[config.mk]
export PLATFORM = sky130hd
export DESIGN_NAME = tiny_pattern_generator
export DESIGN_NICKNAME = d
export VERILOG_FILES = /design/src/rtl/tiny_pattern_generator.sv
export SDC_FILE = /design/constraint.sdc
export NUM_CORES = 1
export LEC_CHECK = 0
export BUFFER_PORTS_ARGS = -buffer_cell sky130_fd_sc_hd__buf_2
export CORE_ASPECT_RATIO = 1.2
export CORE_UTILIZATION = 55
export CTS_BUF_LIST = sky130_fd_sc_hd__clkbuf_8
export CTS_CLUSTER_DIAMETER = 100
export DETAILED_ROUTE_END_ITERATION = 12
export PLACE_DENSITY_LB_ADDON = 0.12
export SLEW_MARGIN = 0
export SYNTH_ARGS = -nofsm -noshare
export SYNTH_HDL_FRONTEND = slang
export SYNTH_SLANG_ARGS = --single-unit
[constraint.sdc]
create_clock -name clk -period 2.3 [get_ports clk]
set_clock_uncertainty 0.2 [all_clocks]
set_input_delay 0.115 -clock clk [delete_from_list [all_inputs] [get_ports clk]]
set_output_delay 0.115 -clock clk [all_outputs]
set_load 0.02 [all_outputs]
[src/rtl/tiny_pattern_generator.sv]
// Serially loaded pattern generator: replays a PAT_W-bit pattern MSB first,
// each bit held 2^rate clocks, with a frame pulse on the first bit of every repetition.
module tiny_pattern_generator #(
  parameter int PAT_W  = 8,
  parameter int RATE_W = 3
) (
  input  logic              clk,
  input  logic              rst,
  input  logic              run,
  input  logic              cfg_load,
  input  logic              cfg_data,
  input  logic [RATE_W-1:0] rate,
  output logic              dout,
  output logic              frame,
  output logic              running,
  output logic              pending
);
  localparam int IDX_W = $clog2(PAT_W);
  localparam int CNT_W = (1 << RATE_W) - 1;
  localparam logic [IDX_W-1:0] IDX_TOP = IDX_W'(PAT_W - 1);

  typedef enum logic {IDLE, RUN} state_e;

  state_e             state_q, state_d;
  logic [1:0]         run_sync_q, run_sync_d;
  logic [1:0]         load_sync_q, load_sync_d;
  logic [1:0]         data_sync_q, data_sync_d;
  logic               load_prev_q, load_prev_d;
  logic [PAT_W-1:0]   shadow_q, shadow_d;
  logic [PAT_W-1:0]   active_q, active_d;
  logic [IDX_W-1:0]   idx_q, idx_d;
  logic [CNT_W-1:0]   cnt_q, cnt_d;
  logic [RATE_W-1:0]  rate_q, rate_d;
  logic               pending_q, pending_d;
  logic               dout_q, dout_d;
  logic               frame_q, frame_d;

  logic s_run, s_load, s_data, commit, start, cnt_last;
  logic [IDX_W-1:0] idx_dec;

  assign s_run    = run_sync_q[1];
  assign s_load   = load_sync_q[1];
  assign s_data   = data_sync_q[1];
  assign commit   = load_prev_q & ~s_load;
  // Load has priority over run while in IDLE.
  assign start    = (state_q == IDLE) & s_run & ~s_load;
  assign cnt_last = (cnt_q == CNT_W'((32'd1 << rate_q) - 32'd1));
  assign idx_dec  = idx_q - IDX_W'(1);

  always_ff @(posedge clk or posedge rst) begin
    if (rst) begin
      state_q     <= IDLE;
      run_sync_q  <= '0;
      load_sync_q <= '0;
      data_sync_q <= '0;
      load_prev_q <= 1'b0;
      shadow_q    <= '0;
      active_q    <= '0;
      idx_q       <= IDX_TOP;
      cnt_q       <= '0;
      rate_q      <= '0;
      pending_q   <= 1'b0;
      dout_q      <= 1'b0;
      frame_q     <= 1'b0;
    end else begin
      state_q     <= state_d;
      run_sync_q  <= run_sync_d;
      load_sync_q <= load_sync_d;
      data_sync_q <= data_sync_d;
      load_prev_q <= load_prev_d;
      shadow_q    <= shadow_d;
      active_q    <= active_d;
      idx_q       <= idx_d;
      cnt_q       <= cnt_d;
      rate_q      <= rate_d;
      pending_q   <= pending_d;
      dout_q      <= dout_d;
      frame_q     <= frame_d;
    end
  end

  always_comb begin
    state_d = state_q;
    case (state_q)
      IDLE:    if (start) state_d = RUN;
      RUN:     if (!s_run) state_d = IDLE;
      default: state_d = IDLE;
    endcase
  end

  always_comb begin
    run_sync_d  = {run_sync_q[0], run};
    load_sync_d = {load_sync_q[0], cfg_load};
    data_sync_d = {data_sync_q[0], cfg_data};
    load_prev_d = s_load;
    shadow_d    = shadow_q;
    active_d    = active_q;
    idx_d       = idx_q;
    cnt_d       = cnt_q;
    rate_d      = rate_q;
    pending_d   = pending_q;
    dout_d      = dout_q;
    frame_d     = frame_q;

    if (s_load) shadow_d = {shadow_q[PAT_W-2:0], s_data};

    case (state_q)
      IDLE: begin
        dout_d  = 1'b0;
        frame_d = 1'b0;
        cnt_d   = '0;
        idx_d   = IDX_TOP;
        if (commit) active_d = shadow_q;
        if (start) begin
          rate_d  = rate;
          dout_d  = commit ? shadow_q[PAT_W-1] : active_q[PAT_W-1];
          frame_d = 1'b1;
        end
      end
      RUN: begin
        if (commit) pending_d = 1'b1;
        if (!s_run) begin
          dout_d  = 1'b0;
          frame_d = 1'b0;
          cnt_d   = '0;
          idx_d   = IDX_TOP;
          // A commit still waiting for a frame boundary lands on the way out.
          if (pending_q || commit) begin
            active_d  = shadow_q;
            pending_d = 1'b0;
          end
        end else if (cnt_last) begin
          cnt_d = '0;
          if (idx_q != '0) begin
            idx_d   = idx_dec;
            dout_d  = active_q[idx_dec];
            frame_d = 1'b0;
          end else begin
            idx_d   = IDX_TOP;
            rate_d  = rate;
            frame_d = 1'b1;
            if (pending_q) begin
              active_d  = shadow_q;
              dout_d    = shadow_q[PAT_W-1];
              pending_d = 1'b0;
            end else begin
              dout_d = active_q[PAT_W-1];
            end
          end
        end else begin
          cnt_d   = cnt_q + CNT_W'(1);
          frame_d = 1'b0;
        end
      end
      default: ;
    endcase
  end

  assign dout    = dout_q;
  assign frame   = frame_q;
  assign pending = pending_q;
  assign running = (state_q == RUN);
endmodule

## Word-level counts from Yosys, hierarchy flattened

Index checks and enable logic that the tools add are counted.

- Flip-flop bits (word level): 40
- Input port bits: 8
- Logic and storage cells: 78

- Add/subtract/negate cells: 3
- Magnitude comparators: 1
- Equal/unequal tests: 10
- Shift-type cells: 1
- Multiplexer cells: 41
- Bitwise gates (word level): 5
- Reductions and logical operators: 4

Operators with widths:

| cell | number |
|---|---|
| 8-bit 2-to-1 mux | 6 |
| 3-bit 2-to-1 mux | 7 |
| 1-bit 2-to-1 mux | 18 |
| 8-bit case mux with 2 select lines | 1 |
| 7-bit 2-to-1 mux | 2 |
| 7-bit case mux with 2 select lines | 1 |
| 3-bit case mux with 2 select lines | 2 |
| 7-bit by 1-bit adder with 7-bit output, second input constant | 1 |
| 7-bit == test | 1 |
| 1-bit by 3-bit << shifter with 7-bit output, first input constant | 1 |
| 7-bit by 1-bit subtractor with 7-bit output, second input constant | 1 |
| 2-bit != test, second input constant | 3 |
| 3-bit by 2-bit != test with 1-bit output, second input constant | 2 |
| 1-bit case mux with 2 select lines | 3 |
| 5-bit AND reduction | 1 |
| 3-bit by 4-bit less-than comparator with 1-bit output, second input constant | 1 |
| 2-bit by 1-bit != test with 1-bit output, second input constant | 2 |
| 4-bit AND reduction | 1 |
| 1-bit AND | 3 |
| 1-bit binary-select mux with 3-bit select | 1 |
| 3-bit by 1-bit != test with 1-bit output, second input constant | 1 |
| 3-bit != test, second input constant | 1 |
| 3-bit nonzero test | 1 |
| 3-bit by 1-bit subtractor with 3-bit output, second input constant | 1 |
| 2 further kinds | 3 |

## Logic depth before layout (Yosys ltp)

Gate-level depths: netlist (run 1).

- Depth after elaboration: 7
- Depth in mapped cells: 7
- Mapped depth without buffers: 7

## Worst setup path after synthesis (run 1)

Ideal clock, no wire load.

- Path type: register to register
- Start point: register idx_q[0]
- End point: register dout_q (netlist: dout)
- Library setup time: 0.132 ns
- Data arrival time: 1.909 ns
- Required time: 1.968 ns
- Setup slack: 0.059 ns
- Stages on the path, launching flop included: 8
- Path buffers: 0
- Cells stage by stage: dfstp_2 -> inv_1 -> ha_1 -> mux4_2 -> mux2i_1 -> o311ai_0 -> nor4_1 -> a211oi_1

- Cells in the longest elaborated chain, start to end: 7
- Elaborated cells on any way between the ends: 8
- Classes of those cells: add/sub (1); mux (6); reduce/logical (1)

Ends and longest elaborated chain:

| what | RTL line | text |
|---|---|---|
| start, declared | 31 | `logic [IDX_W-1:0] idx_q, idx_d;` |
| start signal, assigned | 73 | `idx_q <= idx_d;` |
| 3-bit by 1-bit subtractor with 3-bit output | 48 | `assign idx_dec = idx_q - IDX_W'(1);` |
| 1-bit binary-select mux with 3-bit select | 136 | `dout_d = active_q[idx_dec];` |
| 1-bit 2-to-1 mux (implied by the code) | 136 |  |
| 1-bit 2-to-1 mux * | 134 | `if (idx_q != '0) begin` |
| 1-bit 2-to-1 mux * | 132 | `end else if (cnt_last) begin` |
| 1-bit 2-to-1 mux * | 122 | `if (!s_run) begin` |
| 1-bit case mux with 2 select lines * | 107 | `case (state_q)` |
| end signal, assigned | 77 | `dout_q <= dout_d;` |
| end, declared | 35 | `logic dout_q, dout_d;` |

Mark *: on every way between the ends. The rest lies on a longest branch, timed or not. The select of a mux whose other input is x is not followed.
A chain may end at the register's enable or synchronous reset.

## Final worst setup path (run 1)

Same ends and word-level chain as after synthesis.

==> run_results.csv, run 1 <==
group,metric,value,unit
route,final_antenna_net_count,0,
worst_setup_path,path_class,"flop to flop",
pwr,p_clk_frac,0.287,
sta,unrepaired_setup_endpoints_after_global_routing,"true",
route,detailed_router_iteration_count_before_antenna_repair,4,
worst_setup_path,cp_max_fo,2,
synth,postSynthRegisterBits,40,
layout,layoutNonFillerInstCount,302,
min_path,worst_hold_path.num_cells,0,
floorplan,pin_count,12,
sta,finalHoldViolations,0,
route,detail_route.drc_violations,0,
floorplan,die_area,4420,um^2
floorplan,die-height,72.6,um
synth,yosys_warnings,0,
sta,timing.final.setup_violations,0,
run,timing.max_cap.violations,0,
placement,half_perimeter_wire_length_after_detailed_placement,3410,um
layout,seq_area,1000,um^2
floorplan,initial_core_util,0.575,
clocking,clkTransAtPathRegs,0.08,ns
run_status,status,"finished clean",
clocking,cts.sinks,40,
sta,maxSlewViolCount,0,
pwr,power_density,740,nW/um^2
floorplan,core_area,3970,um^2
global_routing,first_global_vias,1886,
clocking,clock_tree.buffer_depth,2,
layout,fin_area,2610,um^2
synth,register_area_share_after_synthesis,0.440,
worst_setup_path,r2r-end,"dout$_DFFE_PP0P_",
worst_setup_path,crit-reg2reg-launch,"idx_q[0]$_DFFE_PP1P_",
route,num_vias,1857,
layout,nNetsFinal,258,
min_path,hold-path-endpoint,"data_sync_q[1]$_DFF_PP0_",
pwr,switching_share,0.299,
clocking,insertion_delay,0.29,ns
layout,finalCoreUtilization,0.656,
layout,antenna-diode-count,0,
placement,placedInstanceArea,2400,um^2
global_routing,grt_antenna_before_repair,0,
synth,postSynthCellCount,223,
pwr,power_frac_seq,0.498,
clocking,cts.htree.levels,2,
global_routing,gr-total-overflow,0,
layout,layout-drive-gt1-share,0.270,
pwr,comb_power_share,0.214,
synth,async_set_or_reset_flop_fraction_in_the_synthesized_netlist,1.00,
clocking,tritoncts_clock_tree,"yes",
synth,mappedNetlistArea,2290,um^2
synth,netlist-cell-type-count,51,
pwr,power_report.internal_total,1.35,mW
sta,worst_slew_margin,0.641,
layout,layout_commonest_cell,"sky130_fd_sc_hd__dfrtp_1",
sta,period_needed,2.28,ns
layout,n_fill_cell,330,
global_routing,gr_usage_total,0.258,
sta,hold_ws,0.153,ns
layout,multi_input_comb_area,1190,um^2
sta,tightest_slew,0.538,ns
layout,most_frequent_cells_in_the_layout,"sky130_fd_sc_hd__dfrtp_1, sky130_fd_sc_hd__nand2_1, sky130_fd_sc_hd__nand3_1",
worst_setup_path,cp.arrival,2.24,ns
route,route.detailed.vias_per_inst,6.15,
worst_setup_path,timing.reg2reg.setup_slack,0.02,ns
route,detailedRoute.firstIterationViolations,142,
placement,last_weighted_congestion_value_of_the_routability_driven_placer,0.847,
global_routing,grt_first_pass_wirelength,8490,um
sta,post-route-period-util,0.990,
pwr,worst_ir_drop_vdd,0.530,mV
floorplan,die_x,60.9,um
worst_setup_path,worstSetupStartpoint,"idx_q[0]$_DFFE_PP1P_",
route,post_detailed_routing_wire_length,5080,um
worst_setup_path,worstSetupStartpointType,"flop",
min_path,holdCritPathClass,"flop to flop",
worst_setup_path,r2r.worst_path.cells,7,
clocking,cts_buffers,5,
synth,synth_edf_count,0,
synth,synth_area_per_cell,10.3,um^2
global_routing,grt_max_degree,41,
pwr,power.static_leakage,1.08,nW
placement,place.detailed.instances,285,
sta,max_freq,439,MHz
min_path,hold_startpoint,"data_sync_q[0]$_DFF_PP0_",
pwr,net-switching-power,576,uW
pwr,post-layout-total-power,1.93,mW
clocking,clk_root_buf,"sky130_fd_sc_hd__clkbuf_8",
floorplan,core.rowCount,25,
worst_setup_path,critical_path.endpoint_type,"flop",
worst_setup_path,cp_data_required_time,2.27,ns
route,routedWlPerCell,16.8,um
synth,synth_nets,234,
placement,io_buffers,11,
layout,area_growth_syn_to_layout,14.0,%
synth,ys_dominant_reg_cell,"sky130_fd_sc_hd__dfrtp_1",
==> per-stage QoR <==
stage / TNS, ns / setup slack [ns]
floorplan: 0 / 0.0594
global placement: 0 / 0.0361
detailed placement: -0.0774 / -0.0774
CTS: -0.000210 / -0.000210
global route: -0.0625 / -0.0625
finish: 0 / 0.0232
==> kinds of logic (layout without fill, tap and decap cells) <==
logic type / after synthesis / after routing / share of synthesized area
XOR/XNOR: 8 / 8 / 0.0306
adder cells (fa/ha/maj): 3 / 3 / 0.0164
multiplexers: 14 / 14 / 0.0783
AO/OA/AOI/OAI: 45 / 45 / 0.157
AND/OR/NAND/NOR: 95 / 95 / 0.233
buffers and inverters: 18 / 43 / 0.0454
flip-flops: 40 / 40 / 0.440
==> power groups by stage <==
stage | Combinational [mW] | Clock (mW) | Sequential (mW)
after detailed placement | 0.397 | 0 | 0.970
after CTS | 0.411 | 0.564 | 0.958
after global routing | 0.461 | 0.584 | 0.978
after floorplan | 0.345 | 0 | 0.918
after global placement | 0.378 | 0 | 0.964
final | 0.413 | 0.554 | 0.961
==> state kept, by name, indices dropped and copies added, names as in the netlist <==
register / flops
active_q: 8
shadow_q: 8
cnt_q: 7
idx_q: 3
rate_q: 3
data_sync_q: 2
load_sync_q: 2
run_sync_q: 2
dout: 1
frame: 1
load_prev_q: 1
pending: 1
running: 1
==> repair_timing <==
action / CTS / global route
setup buffers: 1 / 1
hold endpoints to repair: 43 / 0
hold buffers: 7 / 0
pin swaps: 3 / 4
resized for setup: 4 / 1
endpoints found under the setup margin: 1 / 1
gates cloned: 0 / 0
==> cell type report <==
cell class | count | area share
sequential | 40 | 0.386
multi-input combinational | 165 | 0.457
tap | 54 | 0.0259
inverter | 5 | 0.00816
clock inverter | 3 | 0.0149
timing repair buffer | 30 | 0.0826
clock buffer | 5 | 0.0264
==> worst max-delay path: stages (launching register included) <==
cell                       delay (ns)
sky130_fd_sc_hd__dfstp_2         0.56
sky130_fd_sc_hd__inv_4           0.04
sky130_fd_sc_hd__ha_4            0.26
sky130_fd_sc_hd__mux4_2          0.51
sky130_fd_sc_hd__mux2i_1         0.17
sky130_fd_sc_hd__o311ai_1        0.13
sky130_fd_sc_hd__nor4_1          0.20
sky130_fd_sc_hd__a211oi_1        0.08
==> layer usage <==
metal | global-route usage | share of wire | routed length [um] | vias up
met5 | 0 | 0 | 0 | -
met4 | 0.106 | 0.018 | 90 | 0
met3 | 0.0337 | 0.038 | 192 | 11
met2 | 0.465 | 0.53 | 2710 | 50
met1 | 0.301 | 0.41 | 2080 | 925
li1 | - | - | - | 871
==> cell usage after synthesis (2+ instances only) <==
master	instances	share of area
sky130_fd_sc_hd__dfrtp_1	37	0.41
sky130_fd_sc_hd__nand2_1	28	0.046
sky130_fd_sc_hd__nand3_1	22	0.048
sky130_fd_sc_hd__and3_1	18	0.049
sky130_fd_sc_hd__o211ai_1	13	0.043
sky130_fd_sc_hd__mux2_2	11	0.054
sky130_fd_sc_hd__a21oi_1	6	0.013
sky130_fd_sc_hd__nor3_2	6	0.026
sky130_fd_sc_hd__buf_2	5	0.011
sky130_fd_sc_hd__inv_1	5	0.0082
sky130_fd_sc_hd__clkbuf_1	4	0.0066
sky130_fd_sc_hd__nor2_1	4	0.0066
sky130_fd_sc_hd__o211ai_2	4	0.022
sky130_fd_sc_hd__xnor2_1	4	0.015
sky130_fd_sc_hd__xor2_1	4	0.015
sky130_fd_sc_hd__dfstp_2	3	0.034
sky130_fd_sc_hd__ha_1	3	0.016
sky130_fd_sc_hd__nor3b_1	3	0.0099
sky130_fd_sc_hd__o21ai_0	3	0.0066
sky130_fd_sc_hd__a211oi_1	2	0.0066
sky130_fd_sc_hd__a41oi_1	2	0.0077
sky130_fd_sc_hd__buf_6	2	0.0099
sky130_fd_sc_hd__mux4_2	2	0.020
sky130_fd_sc_hd__nor2b_1	2	0.0055
sky130_fd_sc_hd__nor4_1	2	0.0055
sky130_fd_sc_hd__nor4_2	2	0.011
sky130_fd_sc_hd__o21ai_1	2	0.0044
==> worst max-delay path by stage <==
stage	endpoint	cells past startpoint
floorplan	dout$_DFFE_PP0P_	7
global placement	dout$_DFFE_PP0P_	7
detailed placement	dout$_DFFE_PP0P_	7
CTS	dout$_DFFE_PP0P_	7
global route	dout$_DFFE_PP0P_	7
finish	dout$_DFFE_PP0P_	7
(Power assumes the default switching activity.)
==> run 2: changes to the inputs <==
==> constraint.sdc (replaced) <==
create_clock -name clk -period 2.3 [get_ports clk]
set_clock_uncertainty 0.2 [all_clocks]
set_input_delay 0.575 -clock clk [delete_from_list [all_inputs] [get_ports clk]]
set_output_delay 0.575 -clock clk [all_outputs]
set_load 0.02 [all_outputs]
==> run 2 against run 1 <==
Compared with the run above: combinational power shrank 2%; non-clock buffer count shrank 7; clock power is essentially flat; worst setup slack gained 0.014 ns; critical path depth is the same; power shrank 0.60%; clock-buffer cell count is the same; global-route usage shrank 0.54 points; largest power group unchanged; highest routed layer unchanged.
==> run_results.csv, run 2 (same netlist as run 1, synthesis figures left out) <==
group,metric,value,unit
pwr,post-layout-total-power,1.92,mW
worst_setup_path,cp_max_fo,2,
clocking,clock_tree.buffer_depth,2,
sta,final_worst_slack,0.0367,ns
clocking,cts_buffers,5,
route,num_vias,1829,
min_path,worst_hold_path.num_cells,0,
floorplan,die_x,60.9,um
layout,n_fill_cell,336,
run_status,status,"finished clean",
route,detailedRoute.firstIterationViolations,136,
layout,area_growth_syn_to_layout,10.9,%
worst_setup_path,r2r.worst_path.cells,7,
route,post_detailed_routing_wire_length,4930,um
floorplan,initial_core_util,0.575,
global_routing,grt_antenna_before_repair,0,
placement,place.detailed.instances,285,
worst_setup_path,r2r-end,"dout$_DFFE_PP0P_",
clocking,clkTransAtPathRegs,0.08,ns
min_path,holdCritPathClass,"flop to flop",
sta,max_freq,442,MHz
worst_setup_path,crit-reg2reg-launch,"idx_q[0]$_DFFE_PP1P_",
route,detail_route.drc_violations,0,
floorplan,die_area,4420,um^2
pwr,power_density,756,nW/um^2
layout,nNetsFinal,251,
route,final_antenna_net_count,0,
worst_setup_path,path_class,"flop to flop",
pwr,worst_ir_drop_vdd,0.519,mV
sta,period_needed,2.26,ns
global_routing,grt_first_pass_wirelength,8320,um
sta,unrepaired_setup_endpoints_after_global_routing,"true",
layout,seq_area,1000,um^2
clocking,clk_root_buf,"sky130_fd_sc_hd__clkbuf_8",
sta,timing.final.setup_violations,0,
clocking,cts.sinks,40,
sta,post-route-period-util,0.984,
clocking,cts.htree.levels,2,
min_path,hold_startpoint,"data_sync_q[0]$_DFF_PP0_",
global_routing,gr-total-overflow,0,
sta,maxSlewViolCount,0,
worst_setup_path,worstSetupStartpointType,"flop",
floorplan,die-height,72.6,um
sta,finalHoldViolations,0,
min_path,hold-path-endpoint,"data_sync_q[1]$_DFF_PP0_",
route,routedWlPerCell,16.7,um
layout,layout_top_registers,"active_q (8), shadow_q (8), cnt_q (7)",
clocking,tritoncts_clock_tree,"yes",
worst_setup_path,timing.reg2reg.setup_slack,0.04,ns
worst_setup_path,cp.arrival,2.23,ns
placement,io_buffers,11,
sta,tightest_slew,0.536,ns
clocking,insertion_delay,0.29,ns
floorplan,pin_count,12,
layout,layout_commonest_cell,"sky130_fd_sc_hd__dfrtp_1",
global_routing,gr_usage_total,0.253,
placement,last_weighted_congestion_value_of_the_routability_driven_placer,0.847,
layout,layout-drive-gt1-share,0.278,
layout,layoutNonFillerInstCount,295,
floorplan,core.rowCount,25,
worst_setup_path,cp_data_required_time,2.27,ns
run,timing.max_cap.violations,0,
global_routing,first_global_vias,1868,
sta,worst_slew_margin,0.642,
layout,multi_input_comb_area,1190,um^2
placement,half_perimeter_wire_length_after_detailed_placement,3410,um
route,detailed_router_iteration_count_before_antenna_repair,4,
global_routing,grt_max_degree,41,
worst_setup_path,critical_path.endpoint_type,"flop",
route,route.detailed.vias_per_inst,6.20,
placement,pre_cts_ws,-0.0774,ns
clocking,cts_hold_buf,0,
layout,most_frequent_cells_in_the_layout,"sky130_fd_sc_hd__dfrtp_1, sky130_fd_sc_hd__nand2_1, sky130_fd_sc_hd__nand3_1",
floorplan,core_area,3970,um^2
layout,antenna-diode-count,0,
pwr,power.static_leakage,1.05,nW
-- run 2: worst max path at each step --
stage	start	to	slack (ns)	cells past startpoint
finish	idx_q[0]$_DFFE_PP1P_	dout$_DFFE_PP0P_	0.04	7
global placement	idx_q[0]$_DFFE_PP1P_	dout$_DFFE_PP0P_	0.04	7
detailed placement	idx_q[0]$_DFFE_PP1P_	dout$_DFFE_PP0P_	-0.08	7
global route	idx_q[0]$_DFFE_PP1P_	dout$_DFFE_PP0P_	-0.06	7
CTS	idx_q[0]$_DFFE_PP1P_	dout$_DFFE_PP0P_	-0.0002	7
floorplan	idx_q[0]$_DFFE_PP1P_	dout$_DFFE_PP0P_	0.06	7
-- run 2: critical path: stages (launching register included) --
cell and delay, ns:
sky130_fd_sc_hd__dfstp_2 0.56, sky130_fd_sc_hd__inv_4 0.04, sky130_fd_sc_hd__ha_4 0.26, sky130_fd_sc_hd__mux4_2 0.51, sky130_fd_sc_hd__mux2i_1 0.17, sky130_fd_sc_hd__o311ai_1 0.13
sky130_fd_sc_hd__nor4_1 0.19, sky130_fd_sc_hd__a211oi_1 0.08
-- run 2: layer usage --
layer / wire length [um] / vias up / share of wire / track usage
met3: 209 / 11 / 0.042 / 0.0337
met1: 2000 / 912 / 0.41 / 0.298
met4: 80 / 0 / 0.016 / 0.109
met5: 0 / - / 0 / 0
met2: 2640 / 53 / 0.54 / 0.449
li1: - / 853 / - / -
-- run 2: power by group --
part	switching [mW]	leakage, nW	total, mW	internal, mW
Combinational	0.194	0.515	0.403	0.209
Clock	0.235	0.0593	0.553	0.317
Sequential	0.143	0.480	0.961	0.818
-- run 2: through the flow --
step | hold WS (ns) | TNS, ns | instance area (um^2) | utilization
2_1_floorplan | 0.131 | 0 | 2290 | -
3_3_place_gp | 0.134 | 0 | 2400 | 0.604
3_5_place_dp | 0.138 | -0.0774 | 2400 | 0.604
4_1_cts | 0.156 | -0.000210 | 2530 | 0.636
5_1_grt | 0.159 | -0.0617 | 2540 | 0.638
6_report | 0.154 | 0 | 2540 | 0.638
-- run 2: repair_timing --
item,4_1_cts,5_1_grt
endpoints found under the hold margin,0,0
pin swaps,3,4
gates cloned,0,0
endpoints found under the setup margin,1,1
setup buffers,1,1
resized for setup,4,1
-- run 2: cell type report --
type / instances / share of cell area
inverter: 5 / 0.00839
multi-input combinational: 165 / 0.469
clock inverter: 3 / 0.0153
sequential: 40 / 0.396
timing repair buffer: 23 / 0.0572
clock buffer: 5 / 0.0271
tap: 54 / 0.0266
